===== src/rtl/ex_muldiv.sv =====
// Iterative unsigned multiply/divide unit for the EX stage.
// One shift-add or restoring-divide iteration per cycle; stalls the pipeline while busy.
module ex_muldiv #(
    parameter int unsigned XLEN = 32
) (
    input  logic            clk,
    input  logic            reset,
    input  logic            start,
    input  logic [1:0]      op,
    input  logic [XLEN-1:0] a,
    input  logic [XLEN-1:0] b,
    input  logic [4:0]      rd_in,
    input  logic            flush,
    output logic            stall_o,
    output logic            done,
    output logic [XLEN-1:0] result,
    output logic [4:0]      rd_out
);

    localparam int unsigned CW = $clog2(XLEN) + 1;

    typedef enum logic [1:0] {
        S_IDLE = 2'd0,
        S_RUN  = 2'd1,
        S_DONE = 2'd2
    } state_t;

    state_t          state, state_n;
    logic [CW-1:0]   cnt;
    logic [1:0]      op_q;
    logic [4:0]      rd_q;
    logic [XLEN-1:0] acc;    // hi (multiply) or remainder (divide)
    logic [XLEN-1:0] lo;     // lo (multiply) or quotient (divide)
    logic [XLEN-1:0] mcand;  // multiplicand or divisor

    logic [XLEN:0]   mul_sum;
    logic [XLEN:0]   rem_sh;
    logic [XLEN:0]   div_trial;
    logic [XLEN-1:0] acc_step;
    logic [XLEN-1:0] lo_step;
    logic [XLEN-1:0] step_res;
    logic            accept;
    logic            div_zero;
    logic            last;

    always_comb begin
        accept    = start & ~flush;
        div_zero  = op[1] & (b == '0);
        last      = (cnt == CW'(XLEN - 1));

        mul_sum   = {1'b0, acc} + (lo[0] ? {1'b0, mcand} : '0);
        rem_sh    = {acc, lo[XLEN-1]};
        div_trial = rem_sh - {1'b0, mcand};

        // MSB of the XLEN+1-bit trial is the borrow: set means restore
        if (op_q[1]) begin
            if (!div_trial[XLEN]) begin
                acc_step = div_trial[XLEN-1:0];
                lo_step  = {lo[XLEN-2:0], 1'b1};
            end else begin
                acc_step = rem_sh[XLEN-1:0];
                lo_step  = {lo[XLEN-2:0], 1'b0};
            end
        end else begin
            acc_step = mul_sum[XLEN:1];
            lo_step  = {mul_sum[0], lo[XLEN-1:1]};
        end

        // MUL/DIVU take the low/quotient half, MULHU/REMU the high/remainder half
        step_res = op_q[0] ? acc_step : lo_step;
    end

    always_comb begin
        state_n = state;
        case (state)
            S_IDLE: if (accept) state_n = div_zero ? S_DONE : S_RUN;
            S_RUN:  if (last)   state_n = S_DONE;
            S_DONE: state_n = S_IDLE;
            default: state_n = S_IDLE;
        endcase
        if (flush) state_n = S_IDLE;

        stall_o = ((state == S_IDLE) & accept) | (state == S_RUN);
        done    = (state == S_DONE) & ~flush;
    end

    always_ff @(posedge clk or posedge reset) begin
        if (reset) begin
            state  <= S_IDLE;
            cnt    <= '0;
            op_q   <= '0;
            rd_q   <= '0;
            acc    <= '0;
            lo     <= '0;
            mcand  <= '0;
            result <= '0;
            rd_out <= '0;
        end else begin
            state <= state_n;
            case (state)
                S_IDLE: begin
                    if (accept) begin
                        op_q  <= op;
                        rd_q  <= rd_in;
                        cnt   <= '0;
                        acc   <= '0;
                        lo    <= op[1] ? a : b;
                        mcand <= op[1] ? b : a;
                        if (div_zero) begin
                            result <= op[0] ? a : '1;
                            rd_out <= rd_in;
                        end
                    end
                end
                S_RUN: begin
                    if (!flush) begin
                        acc <= acc_step;
                        lo  <= lo_step;
                        cnt <= cnt + CW'(1);
                        if (last) begin
                            result <= step_res;
                            rd_out <= rd_q;
                        end
                    end
                end
                default: ;
            endcase
        end
    end

endmodule

===== config.mk =====
export PLATFORM = sky130hd
export DESIGN_NAME = ex_muldiv
export DESIGN_NICKNAME = d
export VERILOG_FILES = /design/src/rtl/ex_muldiv.sv
export SDC_FILE = /design/constraint.sdc
export NUM_CORES = 1
export LEC_CHECK = 0
export ABC_AREA = 1
export BUFFER_PORTS_ARGS = -buffer_cell sky130_fd_sc_hd__buf_2
export CELL_PAD_IN_SITES_DETAIL_PLACEMENT = 0
export CELL_PAD_IN_SITES_GLOBAL_PLACEMENT = 1
export CORE_MARGIN = 2
export CORE_UTILIZATION = 48
export CTS_BUF_LIST = sky130_fd_sc_hd__clkbuf_4
export DETAILED_ROUTE_END_ITERATION = 6
export PLACE_DENSITY_LB_ADDON = 0.1
export SYNTH_ARGS = -nofsm -noshare
export SYNTH_HDL_FRONTEND = slang
export SYNTH_SLANG_ARGS = --single-unit

===== constraint.sdc =====
create_clock -name clk -period 9.9 [get_ports clk]
set_input_delay 2.97 -clock clk [delete_from_list [all_inputs] [get_ports clk]]
set_output_delay 2.97 -clock clk [all_outputs]
set_load 0.02 [all_outputs]

# --- Yosys cells after proc, flatten, opt, wreduce, memory -nomap -nowiden ---
# Cells that the tools add are included.
word_totals:
  inputBits: 75
  regBits: 148
  out_inout_bits: 39
  word_cells: 67
classes:
  reduce_logical: 7
  n_eq_ne: 9
  n_mux: 33
  bitwise: 6
  n_addsub: 3
ops:
  columns: ["op", "count"]
  rows:
  - ["two-way mux 32 bit", 16]
  - ["one-hot mux 32 bit (2 select lines)", 3]
  - ["adder 32 x 32 -> 33 bit", 1]
  - ["subtractor 33 x 32 -> 33 bit", 1]
  - ["logical NOT 32 bit", 1]
  - ["two-way mux 5 bit", 4]
  - ["two-way mux 6 bit", 2]
  - ["one-hot mux 6 bit (2 select lines)", 1]
  - ["one-hot mux 5 bit (2 select lines)", 1]
  - ["two-way mux 2 bit", 4]
  - ["inequality test 2 bit, second input constant", 4]
  - ["adder 6 x 1 -> 6 bit, second input constant", 1]
  - ["== test 6 x 5 -> 1 bit, second input constant", 1]
  - ["inequality test 3 bit, second input constant", 2]
  - ["AND reduction 5 bit", 1]
  - ["bitwise AND 1 bit", 4]
  - ["one-hot mux 2 bit (2 select lines)", 1]
  - ["AND reduction 2 bit", 2]
  - ["AND reduction 3 bit", 1]
  - ["== test 2 x 1 -> 1 bit, second input constant", 1]
  - ["== test 2 bit, second input constant", 1]
  - ["logical NOT 2 bit", 1]
  - ["nonzero test 2 bit", 1]
  - ["two-way mux 1 bit", 1]
  - ["2 further kinds", 2]

# --- Depth between registers and ports, before layout ---
# Gate-level depths: netlist of the first run.
logic_depth:
  word_depth: 7
  ltp_mapped: 22

# --- Least setup slack after synthesis of the first run ---
# No wires, ideal clock.
synth_path:
  path_type: "input to output"
  from: "in flush"
  to: "out done"
  path_buffers: 0
  path_stages: 1
  arrival_ns: 3.455
  slack_ns: 3.475
  cell_sequence: "nor3_1"
synth_via:
  elab_chain_len: 2
synth_rtl:
  columns: ["item", "line", "rtl"]
  rows:
  - ["from (decl)", "13", "input logic flush,"]
  - ["NOT 1 bit", "84", "done = (state == S_DONE) & ~flush;"]
  - ["bitwise AND 1 bit", "84", null]
  - ["to (decl)", "15", "output logic done,"]
# No other way between the ends.

# --- Worst setup path in the final report of the first run ---
layout_path:
  from: "in flush"
  to: "out stall_o"
layout_via:
  elab_chain_len: 4
layout_rtl:
  columns: ["item", "line", "rtl"]
  rows:
  - ["NOT 1 bit", "47", "accept = start & ~flush;"]
  - ["bitwise AND 1 bit", "47", null]
  - ["bitwise AND 1 bit", "83", "stall_o = ((state == S_IDLE) & accept) | (state == S_RUN);"]
  - ["bitwise OR 1 bit", "83", null]
  - ["to (decl)", "14", "output logic stall_o,"]
# No other way between the ends.

==> out/metrics.json, run 1 <==
{
  "r2r_slack": {"value": 5.22, "unit": "ns"},
  "cts-buffers-inserted": {"value": 17},
  "cts_setup_buffers": {"value": 0},
  "tritoncts": {"value": "built"},
  "dieArea": {"value": 29200, "unit": "um2"},
  "worstSetupStartpointType": {"value": "primary input"},
  "synth_fp_nets": {"value": 2294},
  "ctsHoldBuffers": {"value": 0},
  "synth-seq-area-share": {"value": 27.71, "unit": "%"},
  "setup_viol": {"value": 0},
  "detail_route.iter0.violations": {"value": 1387},
  "clock_latency": {"value": 0.61, "unit": "ns"},
  "detailedPlacementHpwl": {"value": 37.86, "unit": "mm"},
  "synth.distinct_cells": {"value": 43},
  "timing.critical_path.cells": {"value": "buf_2 -> inv_1 -> nand3_1 -> nand2_1 -> buf_2"},
  "grtUsageTotal": {"value": 34.12, "unit": "%"},
  "power.density": {"value": 238.4, "unit": "nW/um2"},
  "critPathKind": {"value": "in -> out"},
  "worst_slew_pin_slew": {"value": 1.203, "unit": "ns"},
  "cp_data_arrival_time": {"value": 3.67, "unit": "ns"},
  "syn_inst": {"value": 2152},
  "num_rows": {"value": 61},
  "drt_wl_total": {"value": 48.99, "unit": "mm"},
  "placed_cell_area": {"value": 14130, "unit": "um2"},
  "hold_viol_final": {"value": 0},
  "synth_top_flop_cell": {"value": "sky130_fd_sc_hd__dfrtp_1"},
  "p_leak": {"value": 8.168, "unit": "nW"},
  "clk_root_buffer_cell": {"value": "sky130_fd_sc_hd__clkbuf_4"},
  "worst_clock_skew": {"value": 0.03409, "unit": "ns"},
  "critPathMaxFanout": {"value": 3},
  "count_of_flip_flops_with_a_built_in_enable_after_synthesis": {"value": 0},
  "grt-ovfl-total": {"value": 0},
  "antenna_violations_before_repair": {"value": 1},
  "finalNetCount": {"value": 2355},
  "slew_violations": {"value": 0},
  "gp_congestion": {"value": 1.048},
  "slew-limit-headroom": {"value": 19.72, "unit": "%"},
  "setup_tns": {"value": 0, "unit": "ns"},
  "vias": {"value": 14417},
  "first_pass_iters": {"value": 6},
  "chipHeight": {"value": 170.9, "unit": "um"},
  "run_status": {"value": "completed"},
  "async_reset_ff_share": {"value": 100.0, "unit": "%"},
  "timing.hold.worst.class": {"value": "reg -> reg"},
  "post_synth_instance_area": {"value": 13370, "unit": "um2"},
  "max-cap-violations": {"value": 0},
  "setup.worst_path.end_class": {"value": "primary output"},
  "initial_core_util": {"value": 48.38, "unit": "%"},
  "cp.buffers_inverters": {"value": 3},
  "timing.final.crit_period": {"value": 6.642, "unit": "ns"},
  "layout.cells.most_common": {"value": "sky130_fd_sc_hd__nand2_1"},
  "layout_worst_path_cycle_share": {"value": 67.09, "unit": "%"},
  "grt_setup_unrepaired": {"value": "no"},
  "area.growth.synth_to_final": {"value": 8.191, "unit": "%"},
  "number_of_global_route_vias_before_repair": {"value": 13478},
  "postSynthRegisterBits": {"value": 148},
  "cts_num_sinks": {"value": 148},
  "vdd_drop_max": {"value": 0.0001642, "unit": "V"},
  "fin_hold_ws": {"value": 0.4905, "unit": "ns"},
  "crit_path_max_incr_delay": {"value": 0.19, "unit": "ns"},
  "remaining_drc_errors": {"value": 0},
  "place.port_buffers": {"value": 113},
  "worstPathRequired": {"value": 6.93, "unit": "ns"},
  "num_ports": {"value": 114},
  "design.core.area": {"value": 27630, "unit": "um2"},
  "timing.critical_path.max_delay_family": {"value": "buffers and inverters"},
  "cp_common_cell": {"value": "sky130_fd_sc_hd__buf_2"},
  "synth_area_per_cell": {"value": 6.211, "unit": "um2"},
  "num-fill-cells": {"value": 2978},
  "clk_pin_slew": {"value": 0.13, "unit": "ns"},
  "wire_per_inst": {"value": 18.81, "unit": "um"},
  "die_width": {"value": 170.9, "unit": "um"},
  "yosys_warnings": {"value": 0},
  "final_layout_size_suffix_gt1_share": {"value": 9.659, "unit": "%"},
  "cts-resized-gates": {"value": 0},
  "crit_slowest_cell": {"value": "sky130_fd_sc_hd__nand3_1"},
  "achievable-frequency": {"value": 0.1506, "unit": "GHz"},
  "layout.cells.most_common_list": {"value": "sky130_fd_sc_hd__nand2_1 (753), sky130_fd_sc_hd__inv_1 (333), sky130_fd_sc_hd__dfrtp_1 (147), sky130_fd_sc_hd__a21oi_1 (146), sky130_fd_sc_hd__nor2_1 (135)"},
  "viasPerCell": {"value": 5.534},
  "postRouteAntennaNets": {"value": 0},
  "htree_levels": {"value": 4},
  "grt_pass1_wl": {"value": 76.07, "unit": "mm"},
  "maximum_number_of_pins_on_one_net_before_global_route_repair": {"value": 92},
  "fin_area": {"value": 14460, "unit": "um2"},
  "design_power_total": {"value": 0.003448, "unit": "W"},
  "clockBufferDepth": {"value": 2}
}
final cells by class:
type	instances	area, um2	share of cell area, %
clock inverters	12	181.4	1.255
flip-flops and latches	148	3705	25.62
inverters	344	1296	8.963
repair buffers	123	640.6	4.430
multi-input cells	1579	8013	55.41
diodes	1	2.502	0.01730
clock buffers	20	150.1	1.038
well taps	378	473.0	3.270
Yosys cell counts, types with 3 or more instances:
library cell	instances	area, um2
sky130_fd_sc_hd__a21boi_0	3	22.52
sky130_fd_sc_hd__nor4_1	12	75.07
sky130_fd_sc_hd__nor3_1	16	80.08
sky130_fd_sc_hd__xnor2_1	13	113.9
sky130_fd_sc_hd__buf_6	3	33.78
sky130_fd_sc_hd__inv_1	334	1254
sky130_fd_sc_hd__and2_1	4	25.02
sky130_fd_sc_hd__a21oi_1	146	730.7
sky130_fd_sc_hd__o211ai_1	15	112.6
sky130_fd_sc_hd__nand3b_1	3	22.52
sky130_fd_sc_hd__a21oi_2	3	26.28
sky130_fd_sc_hd__mux2i_1	45	450.4
sky130_fd_sc_hd__nand4_1	11	68.82
sky130_fd_sc_hd__dfrtp_1	148	3704
sky130_fd_sc_hd__o21ai_0	90	450.4
sky130_fd_sc_hd__nand2_1	753	2826
sky130_fd_sc_hd__buf_4	4	30.03
sky130_fd_sc_hd__nand2_2	10	62.56
sky130_fd_sc_hd__o221ai_1	31	271.5
sky130_fd_sc_hd__nor2_1	136	510.5
sky130_fd_sc_hd__or2_2	29	181.4
sky130_fd_sc_hd__nand3_1	129	645.6
sky130_fd_sc_hd__a31oi_1	23	143.9
sky130_fd_sc_hd__clkbuf_1	40	150.1
sky130_fd_sc_hd__a21o_1	20	150.1
sky130_fd_sc_hd__buf_2	11	55.05
sky130_fd_sc_hd__inv_2	8	30.03
sky130_fd_sc_hd__o21bai_1	6	45.04
sky130_fd_sc_hd__buf_1	22	82.58
sky130_fd_sc_hd__ha_1	65	813.3
registers in the layout, indices dropped and copies added, names as in the netlist:
register,cells
mcand,32
state,2
result,32
op_q,2
rd_out,5
cnt,6
rd_q,5
acc,32
lo,32
worst reg2reg max path: stages, from the launching register on:
cell and delay, ns:
sky130_fd_sc_hd__dfrtp_1 0.50, sky130_fd_sc_hd__inv_2 0.12, sky130_fd_sc_hd__nor2_4 0.04, sky130_fd_sc_hd__inv_2 0.64, sky130_fd_sc_hd__nor2_8 0.21, sky130_fd_sc_hd__inv_2 0.71
sky130_fd_sc_hd__nand2_2 0.63, sky130_fd_sc_hd__inv_2 0.86, sky130_fd_sc_hd__a21oi_2 0.07, sky130_fd_sc_hd__nand2_2 0.12, sky130_fd_sc_hd__buf_4 0.38, sky130_fd_sc_hd__a21oi_1 0.11
sky130_fd_sc_hd__a21oi_1 0.19
power breakdown:
group,internal [W],switching [W],total (W)
combinational,0.000643,0.00136,0.00201
clock,0.000209,0.000236,0.000445
sequential,0.000798,0.000198,0.000996
cell families (layout without fill, tap and decap cells):
| group | count (synthesis) | count (layout) | share of synthesized area (%) |
|---|---|---|---|
| compound gates | 341 | 341 | 14.85 |
| xor+xnor | 15 | 15 | 0.9829 |
| fa+ha+maj | 67 | 67 | 6.384 |
| buf+inv | 425 | 499 | 12.40 |
| flops | 148 | 148 | 27.71 |
| mux | 45 | 45 | 3.370 |
| other cells | 0 | 1 | 0 |
| simple gates | 1111 | 1111 | 34.31 |
path summary, 6_finish.rpt:
kind                                       from                      to  cells past startpoint
setup / recovery                          flush                 stall_o                      5
hold / removal              rd_q[2]$_DFFE_PP0P_     rd_q[2]$_DFFE_PP0P_                      2
setup reg to reg           state[0]$_DFFE_PP0P_   result[0]$_DFFE_PP0P_                     12
hold reg to reg             rd_q[2]$_DFFE_PP0P_     rd_q[2]$_DFFE_PP0P_                      2
max in group asynchronous                 reset  result[23]$_DFFE_PP0P_                      3
min in group asynchronous                 reset  result[11]$_DFFE_PP0P_                      2
per-layer routing:
| layer | global-route usage (%) | routed length, um | vias up |
|---|---|---|---|
| met4 | 8.585 | 1164 | 0 |
| met1 | 50.71 | 23120 | 6776 |
| met2 | 52.05 | 20960 | 586 |
| li1 | - | - | 6980 |
| met5 | 0 | 0 | - |
| met3 | 4.881 | 3743 | 75 |
metrics by stage:
step	util (%)	setup WS [ns]	std cells
2_1_floorplan	-	2.950	2152
3_3_place_gp	51.13	3.295	2572
3_5_place_dp	51.13	3.278	2572
4_1_cts	52.33	3.275	2604
5_1_grt	52.34	3.207	2605
6_report	52.34	3.258	2605
Power figures use the tool's default switching activity.
==> run 2, diff against run 1 <==
--- a/config.mk
+++ b/config.mk
@@ -10,7 +10,7 @@
 export CELL_PAD_IN_SITES_DETAIL_PLACEMENT = 0
 export CELL_PAD_IN_SITES_GLOBAL_PLACEMENT = 1
 export CORE_MARGIN = 2
-export CORE_UTILIZATION = 48
+export CORE_UTILIZATION = 44
 export CTS_BUF_LIST = sky130_fd_sc_hd__clkbuf_4
 export DETAILED_ROUTE_END_ITERATION = 6
 export PLACE_DENSITY_LB_ADDON = 0.1
==> constraint.sdc (replaced) <==
create_clock -name clk -period 6.7 [get_ports clk]
set_input_delay 2.01 -clock clk [delete_from_list [all_inputs] [get_ports clk]]
set_output_delay 2.01 -clock clk [all_outputs]
set_load 0.02 [all_outputs]
==> run 2 against run 1 <==
Against the previous run:
- clock power grew 26%
- critical endpoint unchanged
- cell count grew 0.65%
- worst setup slack lost 1.2 ns
==> out/metrics.json, run 2 (synthesis gave the netlist of run 1 again) <==
{
  "p_leak": {"value": 8.171, "unit": "nW", "change": "about the same"},
  "clk_pin_slew": {"value": 0.13, "unit": "ns", "change": "about the same"},
  "cts-buffers-inserted": {"value": 17, "change": "unchanged"},
  "fin_hold_ws": {"value": 0.4886, "unit": "ns", "change": "-0.001834 ns"},
  "postRouteAntennaNets": {"value": 0, "change": "unchanged"},
  "worst_slew_pin_slew": {"value": 1.183, "unit": "ns", "change": "-0.01960 ns"},
  "reg2reg_depth": {"value": 18, "change": "+6"},
  "first_pass_iters": {"value": 5, "change": "-1"},
  "hold-path-cell-count": {"value": 2, "change": "unchanged"},
  "cts-resized-gates": {"value": 0, "change": "unchanged"},
  "slew-limit-headroom": {"value": 21.03, "unit": "%", "change": "+1.3 points"},
  "crit_path_max_incr_delay": {"value": 0.17, "unit": "ns", "change": "-0.02 ns"},
  "crit_slowest_cell": {"value": "sky130_fd_sc_hd__nand3_1"},
  "layout.cells.most_common_list": {"value": "sky130_fd_sc_hd__nand2_1 (753), sky130_fd_sc_hd__inv_1 (333), sky130_fd_sc_hd__dfrtp_1 (147), sky130_fd_sc_hd__a21oi_1 (146), sky130_fd_sc_hd__nor2_1 (135)"},
  "num-fill-cells": {"value": 3207, "change": "+7.7%"},
  "worstSetupStartpointType": {"value": "primary input"},
  "slew_violations": {"value": 0, "change": "unchanged"},
  "dieArea": {"value": 31790, "unit": "um2", "change": "+8.9%"},
  "cp_common_cell": {"value": "sky130_fd_sc_hd__buf_2"},
  "hold_viol_final": {"value": 0, "change": "unchanged"},
  "initial_core_util": {"value": 44.86, "unit": "%", "change": "-3.5 points"},
  "achievable-frequency": {"value": 0.2140, "unit": "GHz"},
  "area.growth.synth_to_final": {"value": 8.041, "unit": "%"},
  "run_status": {"value": "completed"},
  "grt_setup_unrepaired": {"value": "no"},
  "timing.hold.worst.class": {"value": "reg -> reg"},
  "drt_wl_total": {"value": 47.91, "unit": "mm", "change": "-2.2%"},
  "detailedPlacementHpwl": {"value": 36.88, "unit": "mm", "change": "-2.6%"},
  "fin_area": {"value": 14440, "unit": "um2", "change": "-0.14%"},
  "placed_cells_incl_taps": {"value": 2589, "change": "+0.66%"},
  "ctsHoldBuffers": {"value": 0, "change": "unchanged"},
  "die_width": {"value": 178.3, "unit": "um", "change": "+4.3%"},
  "cp_data_arrival_time": {"value": 2.66, "unit": "ns", "change": "-1.01 ns"},
  "setup_tns": {"value": 0, "unit": "ns", "change": "unchanged"},
  "layout_worst_path_cycle_share": {"value": 69.75, "unit": "%"},
  "place.port_buffers": {"value": 113, "change": "unchanged"},
  "max-cap-violations": {"value": 0, "change": "unchanged"},
  "critPathMaxFanout": {"value": 3, "change": "unchanged"},
  "cts_setup_buffers": {"value": 0, "change": "unchanged"},
  "finalNetCount": {"value": 2360, "change": "+0.21%"},
  "power.density": {"value": 341.5, "unit": "nW/um2", "change": "+43%"},
  "grtUsageTotal": {"value": 30.78, "unit": "%", "change": "-3.3 points"},
  "vdd_drop_max": {"value": 0.0001614, "unit": "V", "change": "-1.7%"},
  "num_ports": {"value": 114, "change": "unchanged"},
  "clk_root_buffer_cell": {"value": "sky130_fd_sc_hd__clkbuf_4"},
  "detail_route.iter0.violations": {"value": 995, "change": "-28%"},
  "clock_latency": {"value": 0.58, "unit": "ns", "change": "-0.03 ns"},
  "chipHeight": {"value": 178.3, "unit": "um", "change": "+4.3%"},
  "viasPerCell": {"value": 5.355, "change": "-3.2%"},
  "vias": {"value": 14042, "change": "-2.6%"},
  "worst_clock_skew": {"value": 0.03126, "unit": "ns", "change": "-0.002828 ns"},
  "final_layout_size_suffix_gt1_share": {"value": 9.682, "unit": "%", "change": "+0.023 points"},
  "critPathKind": {"value": "in -> out"},
  "cts_num_sinks": {"value": 148, "change": "unchanged"},
  "setup.worst_path.end_class": {"value": "primary output"},
  "setup_viol": {"value": 0, "change": "unchanged"},
  "tritoncts": {"value": "built"},
  "htree_levels": {"value": 4, "change": "unchanged"},
  "timing.critical_path.cells": {"value": "buf_2 -> inv_1 -> nand3_1 -> nand2_1 -> buf_2"},
  "layout.cells.most_common": {"value": "sky130_fd_sc_hd__nand2_1"},
  "design.core.area": {"value": 29800, "unit": "um2", "change": "+7.8%"},
  "worstSetupPathDepth": {"value": 5, "change": "unchanged"},
  "placed_cell_area": {"value": 14180, "unit": "um2", "change": "+0.37%"},
  "preCtsSetupSlack": {"value": 2.021, "unit": "ns", "change": "-1.258 ns"},
  "cp.buffers_inverters": {"value": 3, "change": "unchanged"},
  "antenna_violations_before_repair": {"value": 2, "change": "+1"},
  "wire_per_inst": {"value": 18.27, "unit": "um", "change": "-2.8%"},
  "layout.cells.non_filler": {"value": 2622, "change": "+0.65%"},
  "worstPathRequired": {"value": 4.69, "unit": "ns", "change": "-2.24 ns"},
  "remaining_drc_errors": {"value": 0, "change": "unchanged"},
  "layout_setup_ws": {"value": 2.027, "unit": "ns", "change": "-1.231 ns"},
  "grt-ovfl-total": {"value": 0, "change": "unchanged"},
  "clockBufferDepth": {"value": 2, "change": "unchanged"},
  "num_rows": {"value": 63, "change": "+3.3%"},
  "gp_congestion": {"value": 0.9914, "change": "-5.4%"},
  "timing.final.crit_period": {"value": 4.673, "unit": "ns"},
  "maximum_number_of_pins_on_one_net_before_global_route_repair": {"value": 97, "change": "+5.4%"},
  "timing.critical_path.max_delay_family": {"value": "buffers and inverters"},
  "grt_pass1_wl": {"value": 74.93, "unit": "mm", "change": "-1.5%"},
  "number_of_global_route_vias_before_repair": {"value": 13218, "change": "-1.9%"}
}
-- run 2: cell count changes in the layout (fill, tap and decap cells not counted) --
cell / change
sky130_fd_sc_hd__clkinv_2: +4
sky130_fd_sc_hd__clkbuf_4: -1
sky130_fd_sc_hd__inv_6: -1
sky130_fd_sc_hd__clkinv_1: +4
sky130_fd_sc_hd__clkinv_4: -1
sky130_fd_sc_hd__bufinv_16: -2
sky130_fd_sc_hd__clkinvlp_4: -3
sky130_fd_sc_hd__buf_4: +5
-- run 2: path summary, 6_finish.rpt --
check | from | to | slack, ns
max reg2reg | lo[31]$_DFFE_PP0P_ | result[21]$_DFFE_PP0P_ | 3.38
min in group asynchronous | reset | result[6]$_DFFE_PP0P_ | 1.57
max | flush | stall_o | 2.03
min reg2reg | rd_q[0]$_DFFE_PP0P_ | rd_q[0]$_DFFE_PP0P_ | 0.49
max in group asynchronous | reset | acc[12]$_DFFE_PP0P_ | 4.08
min | rd_q[0]$_DFFE_PP0P_ | rd_q[0]$_DFFE_PP0P_ | 0.49
-- run 2: final cells by class --
type	instances	area, um2	share of cell area (%)
clock inverter	13	116.4	0.8058
inverter	344	1296	8.976
timing repair buffer	128	678.2	4.696
antenna	1	2.502	0.01733
sequential	148	3705	25.65
multi-input combinational	1579	8013	55.48
tap	390	488.0	3.379
clock buffer	19	142.6	0.9877
-- run 2: through the flow --
| step | utilization, % | total power (W) |
|---|---|---|
| 4_1_cts | 48.46 | 0.004920 |
| 3_3_place_gp | 47.59 | 0.004321 |
| 5_1_grt | 48.47 | 0.005361 |
| 6_report | 48.47 | 0.004932 |
| 3_5_place_dp | 47.59 | 0.004345 |
| 2_1_floorplan | - | 0.003457 |
-- run 2: metal layers --
layer  up-vias  global-route usage (%)  share of wire [%]
li1       7001                       -                  -
met1      6511                   46.15                 48
met2       484                   47.38                 44
met3        46                   3.602                6.5
met4         0                   6.741                1.7
met5         -                       0                  0
-- run 2: where the power goes --
part / internal (W) / leakage, nW / total [W] / switching (W)
registers: 0.00118 / 1.80 / 0.00145 / 0.000267
clock network: 0.000222 / 0.146 / 0.000561 / 0.000339
logic: 0.000953 / 6.23 / 0.00292 / 0.00197
-- run 2: worst min-delay path, cell delays in order (launching register included) --
cell and delay, ns:
sky130_fd_sc_hd__dfrtp_1 0.37, sky130_fd_sc_hd__nand2_1 0.05, sky130_fd_sc_hd__nand2_1 0.04
